==> src/rtl/rsa_job_scheduler_if.sv <==
// Job request/response and datapath bundle for the RSA job scheduler.
// Slave side is the scheduler; master side is the requesters plus the engine.
interface rsa_job_scheduler_if #(
  parameter int WordSize = 32
);
  logic [1:0]            req_valid;
  logic [2*WordSize-1:0] req_text;
  logic [2*WordSize-1:0] req_key;
  logic [2*WordSize-1:0] req_mod;
  logic [1:0]            req_ready;
  logic                  rsp_valid;
  logic                  rsp_ready;
  logic                  rsp_id;
  logic [WordSize-1:0]   rsp_text;
  logic                  rsp_timeout;
  logic                  busy;
  logic [WordSize-1:0]   dp_input_text;
  logic [WordSize-1:0]   dp_key;
  logic [WordSize-1:0]   dp_mod;
  logic                  dp_load;
  logic                  dp_running;
  logic                  dp_over;
  logic [WordSize-1:0]   dp_output_text;

  modport master (
    output req_valid, req_text, req_key, req_mod,
    output rsp_ready, dp_over, dp_output_text,
    input  req_ready, rsp_valid, rsp_id, rsp_text,
    input  rsp_timeout, busy,
    input  dp_input_text, dp_key, dp_mod,
    input  dp_load, dp_running
  );

  modport slave (
    input  req_valid, req_text, req_key, req_mod,
    input  rsp_ready, dp_over, dp_output_text,
    output req_ready, rsp_valid, rsp_id, rsp_text,
    output rsp_timeout, busy,
    output dp_input_text, dp_key, dp_mod,
    output dp_load, dp_running
  );
endinterface

==> src/rtl/rsa_job_scheduler.sv <==
// Two-requester round-robin job scheduler for a modexp datapath.
// One job in flight: IDLE -> LOAD -> RUN -> RESP, with RUN timeout.
module rsa_job_scheduler #(
  parameter int WordSize      = 32,
  parameter int LoadCycles    = 2,
  parameter int TimeoutCycles = 4096
) (
  input logic                clk,
  input logic                reset,
  rsa_job_scheduler_if.slave bus
);
  localparam int LW = (LoadCycles > 1) ? $clog2(LoadCycles) : 1;
  localparam int TW = $clog2(TimeoutCycles);

  typedef enum logic [1:0] {IDLE, LOAD, RUN, RESP} state_t;

  state_t              state, state_nxt;
  logic                prio;
  logic [LW-1:0]       load_cnt;
  logic [TW-1:0]       run_cnt;
  logic                grant_vld, grant_id, accept;
  logic                load_done, run_last;
  logic [WordSize-1:0] text_q, key_q, mod_q, rsp_text_q;
  logic                rsp_id_q, rsp_to_q;

  assign load_done = (load_cnt == LW'(LoadCycles - 1));
  assign run_last  = (run_cnt == TW'(TimeoutCycles - 1));

  always_comb begin
    state_nxt      = state;
    grant_vld      = 1'b0;
    grant_id       = prio;
    accept         = 1'b0;
    bus.req_ready  = 2'b00;
    bus.dp_load    = 1'b0;
    bus.dp_running = 1'b0;
    bus.rsp_valid  = 1'b0;
    unique case (state)
      IDLE: begin
        if (bus.req_valid[prio]) begin
          grant_vld = 1'b1;
          grant_id  = prio;
        end else if (bus.req_valid[~prio]) begin
          grant_vld = 1'b1;
          grant_id  = ~prio;
        end
        // reset gates the grant so req_ready reads 0 while held in reset
        accept = grant_vld && reset;
        if (accept) begin
          bus.req_ready = 2'b01 << grant_id;
          state_nxt     = LOAD;
        end
      end
      LOAD: begin
        bus.dp_load = 1'b1;
        if (load_done) state_nxt = RUN;
      end
      RUN: begin
        bus.dp_running = 1'b1;
        if (bus.dp_over || run_last) state_nxt = RESP;
      end
      RESP: begin
        bus.rsp_valid = 1'b1;
        if (bus.rsp_ready) state_nxt = IDLE;
      end
    endcase
  end

  always_ff @(posedge clk or negedge reset) begin
    if (!reset) state <= IDLE;
    else        state <= state_nxt;
  end

  always_ff @(posedge clk or negedge reset) begin
    if (!reset) begin
      prio       <= 1'b0;
      load_cnt   <= '0;
      run_cnt    <= '0;
      text_q     <= '0;
      key_q      <= '0;
      mod_q      <= '0;
      rsp_text_q <= '0;
      rsp_id_q   <= 1'b0;
      rsp_to_q   <= 1'b0;
    end else begin
      unique case (state)
        IDLE: begin
          if (accept) begin
            text_q   <= grant_id ? bus.req_text[2*WordSize-1:WordSize]
                                 : bus.req_text[WordSize-1:0];
            key_q    <= grant_id ? bus.req_key[2*WordSize-1:WordSize]
                                 : bus.req_key[WordSize-1:0];
            mod_q    <= grant_id ? bus.req_mod[2*WordSize-1:WordSize]
                                 : bus.req_mod[WordSize-1:0];
            rsp_id_q <= grant_id;
            load_cnt <= '0;
          end
        end
        LOAD: begin
          load_cnt <= load_cnt + 1'b1;
          if (load_done) run_cnt <= '0;
        end
        RUN: begin
          // completion wins over a coincident timeout
          if (bus.dp_over) begin
            rsp_text_q <= bus.dp_output_text;
            rsp_to_q   <= 1'b0;
          end else if (run_last) begin
            rsp_text_q <= '0;
            rsp_to_q   <= 1'b1;
          end else begin
            run_cnt <= run_cnt + 1'b1;
          end
        end
        RESP: begin
          if (bus.rsp_ready) prio <= ~rsp_id_q;
        end
      endcase
    end
  end

  assign bus.busy          = (state != IDLE);
  assign bus.rsp_id        = rsp_id_q;
  assign bus.rsp_text      = rsp_text_q;
  assign bus.rsp_timeout   = rsp_to_q;
  assign bus.dp_input_text = text_q;
  assign bus.dp_key        = key_q;
  assign bus.dp_mod        = mod_q;
endmodule

==> src/flat_wrapper.sv <==
// flat-port wrapper written by rule: the top's interface ports become plain ports
module rsa_job_scheduler_flat 
#(
  parameter int WordSize      = 32,
  parameter int LoadCycles    = 2,
  parameter int TimeoutCycles = 4096
)
  (clk, reset, bus_req_valid, bus_req_text, bus_req_key, bus_req_mod, bus_rsp_ready, bus_dp_over, bus_dp_output_text, bus_req_ready, bus_rsp_valid, bus_rsp_id, bus_rsp_text, bus_rsp_timeout, bus_busy, bus_dp_input_text, bus_dp_key, bus_dp_mod, bus_dp_load, bus_dp_running);
  rsa_job_scheduler_if #(.WordSize(WordSize)) bus_i ();
  input logic clk;
  input logic reset;
  input wire logic [$bits(bus_i.req_valid)-1:0] bus_req_valid;
  input wire logic [$bits(bus_i.req_text)-1:0] bus_req_text;
  input wire logic [$bits(bus_i.req_key)-1:0] bus_req_key;
  input wire logic [$bits(bus_i.req_mod)-1:0] bus_req_mod;
  input wire logic [$bits(bus_i.rsp_ready)-1:0] bus_rsp_ready;
  input wire logic [$bits(bus_i.dp_over)-1:0] bus_dp_over;
  input wire logic [$bits(bus_i.dp_output_text)-1:0] bus_dp_output_text;
  output wire logic [$bits(bus_i.req_ready)-1:0] bus_req_ready;
  output wire logic [$bits(bus_i.rsp_valid)-1:0] bus_rsp_valid;
  output wire logic [$bits(bus_i.rsp_id)-1:0] bus_rsp_id;
  output wire logic [$bits(bus_i.rsp_text)-1:0] bus_rsp_text;
  output wire logic [$bits(bus_i.rsp_timeout)-1:0] bus_rsp_timeout;
  output wire logic [$bits(bus_i.busy)-1:0] bus_busy;
  output wire logic [$bits(bus_i.dp_input_text)-1:0] bus_dp_input_text;
  output wire logic [$bits(bus_i.dp_key)-1:0] bus_dp_key;
  output wire logic [$bits(bus_i.dp_mod)-1:0] bus_dp_mod;
  output wire logic [$bits(bus_i.dp_load)-1:0] bus_dp_load;
  output wire logic [$bits(bus_i.dp_running)-1:0] bus_dp_running;
  assign bus_i.req_valid = bus_req_valid;
  assign bus_i.req_text = bus_req_text;
  assign bus_i.req_key = bus_req_key;
  assign bus_i.req_mod = bus_req_mod;
  assign bus_i.rsp_ready = bus_rsp_ready;
  assign bus_i.dp_over = bus_dp_over;
  assign bus_i.dp_output_text = bus_dp_output_text;
  assign bus_req_ready = bus_i.req_ready;
  assign bus_rsp_valid = bus_i.rsp_valid;
  assign bus_rsp_id = bus_i.rsp_id;
  assign bus_rsp_text = bus_i.rsp_text;
  assign bus_rsp_timeout = bus_i.rsp_timeout;
  assign bus_busy = bus_i.busy;
  assign bus_dp_input_text = bus_i.dp_input_text;
  assign bus_dp_key = bus_i.dp_key;
  assign bus_dp_mod = bus_i.dp_mod;
  assign bus_dp_load = bus_i.dp_load;
  assign bus_dp_running = bus_i.dp_running;
  rsa_job_scheduler #(.WordSize(WordSize), .LoadCycles(LoadCycles), .TimeoutCycles(TimeoutCycles)) u_core (.clk(clk), .reset(reset), .bus(bus_i));
endmodule
==> config.mk <==
export PLATFORM = sky130hd
export DESIGN_NAME = rsa_job_scheduler_flat
export DESIGN_NICKNAME = d
export VERILOG_FILES = /design/src/rtl/rsa_job_scheduler_if.sv /design/src/rtl/rsa_job_scheduler.sv /design/src/flat_wrapper.sv
export SDC_FILE = /design/constraint.sdc
export NUM_CORES = 1
export LEC_CHECK = 0
export CELL_PAD_IN_SITES_DETAIL_PLACEMENT = 0
export CELL_PAD_IN_SITES_GLOBAL_PLACEMENT = 1
export CORE_ASPECT_RATIO = 0.7
export CORE_UTILIZATION = 28
export CTS_BUF_LIST = sky130_fd_sc_hd__clkbuf_16
export CTS_CLUSTER_DIAMETER = 120
export DETAILED_ROUTE_END_ITERATION = 16
export PLACE_DENSITY_LB_ADDON = 0.25
export SLEW_MARGIN = 20
export SYNTH_ARGS = -nofsm -noshare
export SYNTH_HDL_FRONTEND = slang
export SYNTH_SLANG_ARGS = --single-unit
==> constraint.sdc <==
create_clock -name clk -period 2.5 [get_ports clk]
set_input_delay 0.375 -clock clk [delete_from_list [all_inputs] [get_ports clk]]
set_output_delay 0.375 -clock clk [all_outputs]
set_load 0.01 [all_outputs]
==> out/metrics.csv <==
stage,metric,value,unit
status,status,finished clean,
yosys,ys_ff_latch,146,
clock_tree,cts-root-buf,clkbuf_16,
worst_setup_path,cp_cell_sequence,inv_1 > ha_1 > buf_4 > clkdlybuf4s50_1,
clock_tree,clock-sinks,146,
clock_tree,clock_path_buffers,2,
power,seqPwrFrac,30.1,%
yosys,yosys-top-cells-area,"dfrtp_1, a31oi_1, o21ai_0",
timing,fin_ws,116,ps
power,p_switching,5070,uW
global_route,globalRouteMet1Util,28.7,%
worst_setup_path,critPathBufInv,3,
clock_tree,cts_tree,built,
finish,n_antenna_cell,0,
worst_setup_path,cp-end-kind,output pin,
global_route,overflow,0,
yosys,syn-cell-area,6840,um2
yosys,ys_seq_area_share,53.4,%
power,leakage,0.00450,uW
yosys,async_flop_share,100,%
global_route,grtUsageMet3,4.96,%
power,p_int,8450,uW
worst_setup_path,cp_max_fo,7,
yosys,synth_warnings,0,
place,gp_congestion,0.811,
finish,finalNetCount,1307,
floorplan,boundaryPins,366,
yosys,avgSynthCellArea,9.25,um2
worst_setup_path,path_class,flip-flop to output pin,
global_route,antenna_found_initial,0,
route,routed_wl,25700,um
timing,max_freq,419,MHz
global_route,gr-usage-met2,30.8,%
timing,hold_viol,0,
global_route,grt_pass1_vias,6862,
floorplan,die_h,133,um
yosys,yosys.area.top_type,dfrtp_1,
clock_tree,cts_buffers,17,
floorplan,dieArea,25100,um2
place,dp_hpwl,17400,um
timing,fin_crit,2380,ps
yosys,synthCells,740,
floorplan,start_util,28.7,%
place,pre_cts_slack,261,ps
power,power.density,1180,nW/um2
worst_setup_path,worst_ep_required_time,2120,ps
yosys,synth_edf_count,0,
yosys,yosysUniqueCellTypes,43,
route,via_per_inst,4.99,
yosys,synth_top_area_share,53.4,%
yosys,ys.flop_type,dfrtp_1,
global_route,grt_max_degree,146,
floorplan,fp.dieW,189,um
yosys,syn-num-nets,976,
timing,setup-violations-final,0,
route,wl_per_cell,18.4,um
clock_tree,ctsHtreeMaxLevel,4,
worst_setup_path,worst_ep_arrival_time,2010,ps
finish,syn_to_final_growth,67.9,%
route,vias,6993,
timing,tightest_slew,820,ps
worst_setup_path,critical-path-top-delay-family,buffers and inverters,
route,antenna_left,0,
global_route,grt_pass1_wl,40100,um
timing,fin_worst_skew,14.6,ps
route,first_iter_violations,461,
global_route,track_usage,20.5,%
timing,drv_slew,0,
power,clkPwrFrac,19.5,%
yosys,post-synth-top-count-cell,dfrtp_1,
timing,period_share,95.4,%
power,combPwrFrac,50.4,%
route,drc,0,
timing,maxSlewHeadroom,45.4,%
clock_tree,clkTransAtPathRegs,70,ps
power,vdd_drop_max,0.723,mV
run,cap_violations,0,
worst_setup_path,setup.worst_path.start_class,flip-flop,
finish,layout-drive-gt1-share,5.63,%
power,switching_share,37.5,%
worst_setup_path,slowest_stage,clkdlybuf4s50_1,
timing,rsz0062_at_grt,no,
timing,tns,0,ps
yosys,synth_common_cells,"dfrtp_1, o21ai_0, nand3_1",
floorplan,num_rows,47,
route,first_pass_iters,5,
global_route,busiest_layer,met2,
clock_tree,clk_latency,430,ps
worst_setup_path,slowest_delay,610,ps
worst_hold_path,holdCritPathClass,input pin to async pin,
floorplan,core_area,23800,um2
place,portBuffers,365,
## cell usage in the layout (no fill, tap or decap), types with 2 or more instances in the layout
master,Yosys,layout
clkdlybuf4s50_1,0,362
dfrtp_1,146,146
o21ai_0,109,109
nand3_1,103,103
nor2_1,102,102
a31oi_1,97,97
a22o_1,35,35
clkbuf_16,0,17
buf_4,0,11
nand2_1,11,10
inv_1,7,9
buf_12,0,9
ha_1,6,6
clkinv_4,0,5
o211ai_1,4,4
a21oi_1,4,3
nand4_1,3,3
or4_1,3,3
nor3_1,3,3
nand2b_1,3,3
nor4_1,3,3
bufinv_16,0,3
nor2b_1,2,2
mux2i_1,2,2
o311ai_0,2,2
clkinv_2,0,2
clkinvlp_4,0,2
## sequential cells by signal, indices dropped and copies added (netlist names)
name,count
u_core.bus.rsp_timeout,1
u_core.bus.dp_input_text,32
u_core.bus.rsp_text,32
u_core.bus.rsp_id,1
u_core.bus.dp_mod,32
u_core.prio,1
u_core.load_cnt,1
u_core.run_cnt,12
u_core.bus.dp_key,32
u_core.state,2
## worst reg2reg max path, stage by stage, from the launching register on
cell     delay [ps]
dfrtp_1         400
inv_1           130
ha_1            210
buf_4           190
nor2b_1         270
o21a_2          200
buf_12          250
o21ai_0         220
a31oi_1         190
## what timing repair did
| action | in CTS | in global routing |
|---|---|---|
| buffers inserted | 0 | 0 |
| hold buffers | 1 | 0 |
| setup endpoints to repair | 1 | 1 |
| resized for setup | 1 | 1 |
| hold endpoints to repair | 1 | 0 |
## per-stage QoR
stage / area, um2 / cells / hold WS, ps / util (%) / total power (uW)
2_1_floorplan: 6840 / 740 / 79.4 / - / 7290
3_3_place_gp: 10900 / 1369 / 175 / 45.7 / 10900
3_5_place_dp: 10900 / 1369 / 175 / 45.7 / 11000
4_1_cts: 11500 / 1402 / 270 / 48.2 / 13700
5_1_grt: 11500 / 1402 / 276 / 48.3 / 14400
6_report: 11500 / 1402 / 300 / 48.3 / 13500
## cell type report
type	count	area [um2]
well taps	318	398
clock inverters	15	170
multi-input cells	513	2890
fillers	2265	12300
inverters	7	26.3
clock buffers	17	425
flip-flops and latches	146	3650
repair buffers	386	3930
## layer usage
metal,wire length [um],share of wire (%)
met1,12000,47
met2,11600,45
met3,1590,6.2
met4,516,2.0
met5,0,0
## cells by family (layout without fill, tap and decap cells)
kind of cell | count (synthesis) | after routing | share of synthesized area, %
flops | 146 | 146 | 53.4
mux | 3 | 3 | 0.457
compound gates | 264 | 264 | 23.8
buf+inv | 81 | 425 | 5.01
simple gates | 240 | 240 | 16.3
fa+ha+maj | 6 | 6 | 1.10
## path summary, 6_finish.rpt
path,start,endpoint,slack [ps],cells past startpoint
max,u_core.state[0],bus_dp_running,120,4
min,reset,u_core.prio,300,2
max reg2reg,u_core.state[0],u_core.bus.dp_key[4],350,8
min reg2reg,u_core.bus.rsp_text[7],u_core.bus.rsp_text[7],500,1
max in group asynchronous,reset,u_core.bus.dp_input_text[1],1200,3
min in group clk,u_core.bus.rsp_text[7],u_core.bus.rsp_text[7],500,1
## power by group through the flow
stage	Sequential [uW]	Clock (uW)	Combinational [uW]
4_1_cts	4080	2710	6910
3_5_place_dp	4100	0	6890
3_3_place_gp	4060	0	6890
6_report	4080	2630	6810
5_1_grt	4210	2810	7410
2_1_floorplan	4530	0	2760
Power figures use the tool's default switching activity.
==> edit, RTL diff (same flow settings) <==
`TimeoutCycles` is set to 4096 in 2 places; all go to 2048.
--- a/src/rtl/rsa_job_scheduler.sv
+++ b/src/rtl/rsa_job_scheduler.sv
@@ -3,7 +3,7 @@
 module rsa_job_scheduler #(
   parameter int WordSize      = 32,
   parameter int LoadCycles    = 2,
-  parameter int TimeoutCycles = 4096
+  parameter int TimeoutCycles = 2048
 ) (
   input logic                clk,
   input logic                reset,
--- a/src/flat_wrapper.sv
+++ b/src/flat_wrapper.sv
@@ -3,7 +3,7 @@
 #(
   parameter int WordSize      = 32,
   parameter int LoadCycles    = 2,
-  parameter int TimeoutCycles = 4096
+  parameter int TimeoutCycles = 2048
 )
   (clk, reset, bus_req_valid, bus_req_text, bus_req_key, bus_req_mod, bus_rsp_ready, bus_dp_over, bus_dp_output_text, bus_req_ready, bus_rsp_valid, bus_rsp_id, bus_rsp_text, bus_rsp_timeout, bus_busy, bus_dp_input_text, bus_dp_key, bus_dp_mod, bus_dp_load, bus_dp_running);
   rsa_job_scheduler_if #(.WordSize(WordSize)) bus_i ();
Formal check against the unedited RTL: no difference found for any inputs over 4 cycles, from zero or initial values and one cycle with reset low; that may be too few to reach the edited logic, so the function may still have changed.
==> edit against the original RTL <==
Power is 0.79% higher. Synthesized area is 0.33% lower. Cell area is 0.21% higher. Worst setup slack better by 22 ps. Wire length is 0.79% higher. Sequential cell count is 1 lower. Global-route usage is 0.063 points lower. Largest power group unchanged.
==> edit: results (changes against the original RTL) <==
The met1 track utilization from global routing was 0.253 (-0.0342). Data arrival time of the critical path: 1990 ps (-20 ps). For the placed wire-length estimate after detailed placement, the log shows 17700 microns (+2.2%). The tools report the first-pass GRT wire length as 39500 microns (-1.6%). The share of synthesized area occupied by flip-flops and latches is 0.532 (-0.00191), and the cell leakage power is 4.53 nW (+0.52%).

The logs give 1305 (-0.15%) for the net count reported at finish and 4 (-1) for the count of TritonRoute iterations in the first routing pass. The layout cell share with drive strength beyond 1 is 0.0665 (+0.0103). Routed via count: 6914 (-1.1%).

For the pin count of the biggest net entering global routing, the log shows 130 (-11%). The flow ran to the end, and the final reports show no timing, DRC or antenna violations. The number of global-route vias before repair was 6807 (-0.80%). The pre-CTS setup slack came out at 269 ps (+7.67 ps).

For the number of library cell types mapped by synthesis, the log shows 47 (+9.3%). The post-detailed-route wirelength per cell works out to 18.5 microns (+0.93%). By area the synthesized netlist is led by sky130_fd_sc_hd__dfrtp_1, sky130_fd_sc_hd__a31oi_1, sky130_fd_sc_hd__nand3_1. The tools report the H-tree depth as 4 (unchanged). The global-route met3 utilization was 0.0851 (+0.0355). The slew at the pin with the worst max-slew slack was 717 ps (-103 ps).

After synthesis, the most frequently instantiated cells are sky130_fd_sc_hd__dfrtp_1, sky130_fd_sc_hd__a31oi_1, sky130_fd_sc_hd__nand3_1. The met2 routing resource usage after global routing was 0.323 (+0.0145); the latest clock arrival within the worst-skew pair was 440 ps. The run gives 8.89 ps (-5.76 ps) as the worst clock skew. Number of DRC markers in iteration 0: 281 (-39%). The run gives 0.205 (-0.000626) as the total track usage. The placer's final routability congestion estimate came out at 0.762 (-6.0%). The peak supply drop is 0.565 mV (-22%), and the number of antenna violations at the first check in global routing is 0 (unchanged).

The number of nets in the synthesized netlist is 963 (-1.3%).
[edit: cell type report]
| cell class | count | area (sq um) |
|---|---|---|
| fillers | 2266 | 12200 |
| repair buffers | 394 | 4030 |
| flip-flops and latches | 145 | 3630 |
| multi-input cells | 502 | 2850 |
| clock buffers | 17 | 425 |
| well taps | 318 | 398 |
| clock inverters | 14 | 149 |
| inverters | 10 | 37.5 |
[edit: report_power, final]
group	switching [W]	internal, W
clock network	0.00104	0.00154
logic	0.00338	0.00356
registers	0.000646	0.00346
[edit: repair_timing]
action                                 CTS  global route
hold buffers                             1             0
pin swaps                                0             1
buffers inserted                         0             4
resized for setup                        2             3
endpoints found under the hold margin   16             0
setup endpoints to repair                2             2
gates cloned                             0             1
[edit: through the flow]
step,std cells,hold slack [ps],util,area [sq um]
finish,1400,258,0.485,11500
floorplan,728,79.4,-,6820
global route,1400,259,0.485,11500
CTS,1395,419,0.482,11400
detailed placement,1363,247,0.457,10900
global placement,1363,244,0.457,10900
[edit: logic make-up after synthesis]
group,Yosys count,synth area share
adders and majority gates,5,0.00917
DFF,145,0.532
muxes,3,0.00459
buffers and inverters,81,0.0552
AOI/OAI and AO/OA,265,0.242
and+or+nand+nor,229,0.157
[edit: worst paths after layout]
kind | slack (ps) | to | from | depth (start not counted)
min | 260 | u_core.bus.dp_mod[9] | reset | 2
min reg2reg | 500 | u_core.bus.rsp_text[10] | u_core.bus.rsp_text[10] | 1
max reg2reg | 450 | u_core.bus.dp_key[5] | u_core.state[0] | 9
max in group asynchronous | 1340 | u_core.bus.dp_mod[20] | reset | 3
min in group clk | 500 | u_core.bus.rsp_text[10] | u_core.bus.rsp_text[10] | 1
max | 140 | bus_busy | u_core.state[0] | 5
[edit: routing by layer]
metal | share of wire | wire length, microns | vias to the layer above
met5 | 0 | 0 | -
met4 | 0.018 | 478 | 0
met3 | 0.094 | 2440 | 29
met2 | 0.46 | 12000 | 257
met1 | 0.42 | 11000 | 3268
li1 | - | - | 3360
[edit: worst max-delay path, cell delays in order, from the launching register on]
cell                              delay [ps]
sky130_fd_sc_hd__dfrtp_1                 390
sky130_fd_sc_hd__inv_1                   100
sky130_fd_sc_hd__ha_4                    200
sky130_fd_sc_hd__buf_4                   140
sky130_fd_sc_hd__inv_1                   150
sky130_fd_sc_hd__clkdlybuf4s50_1         580
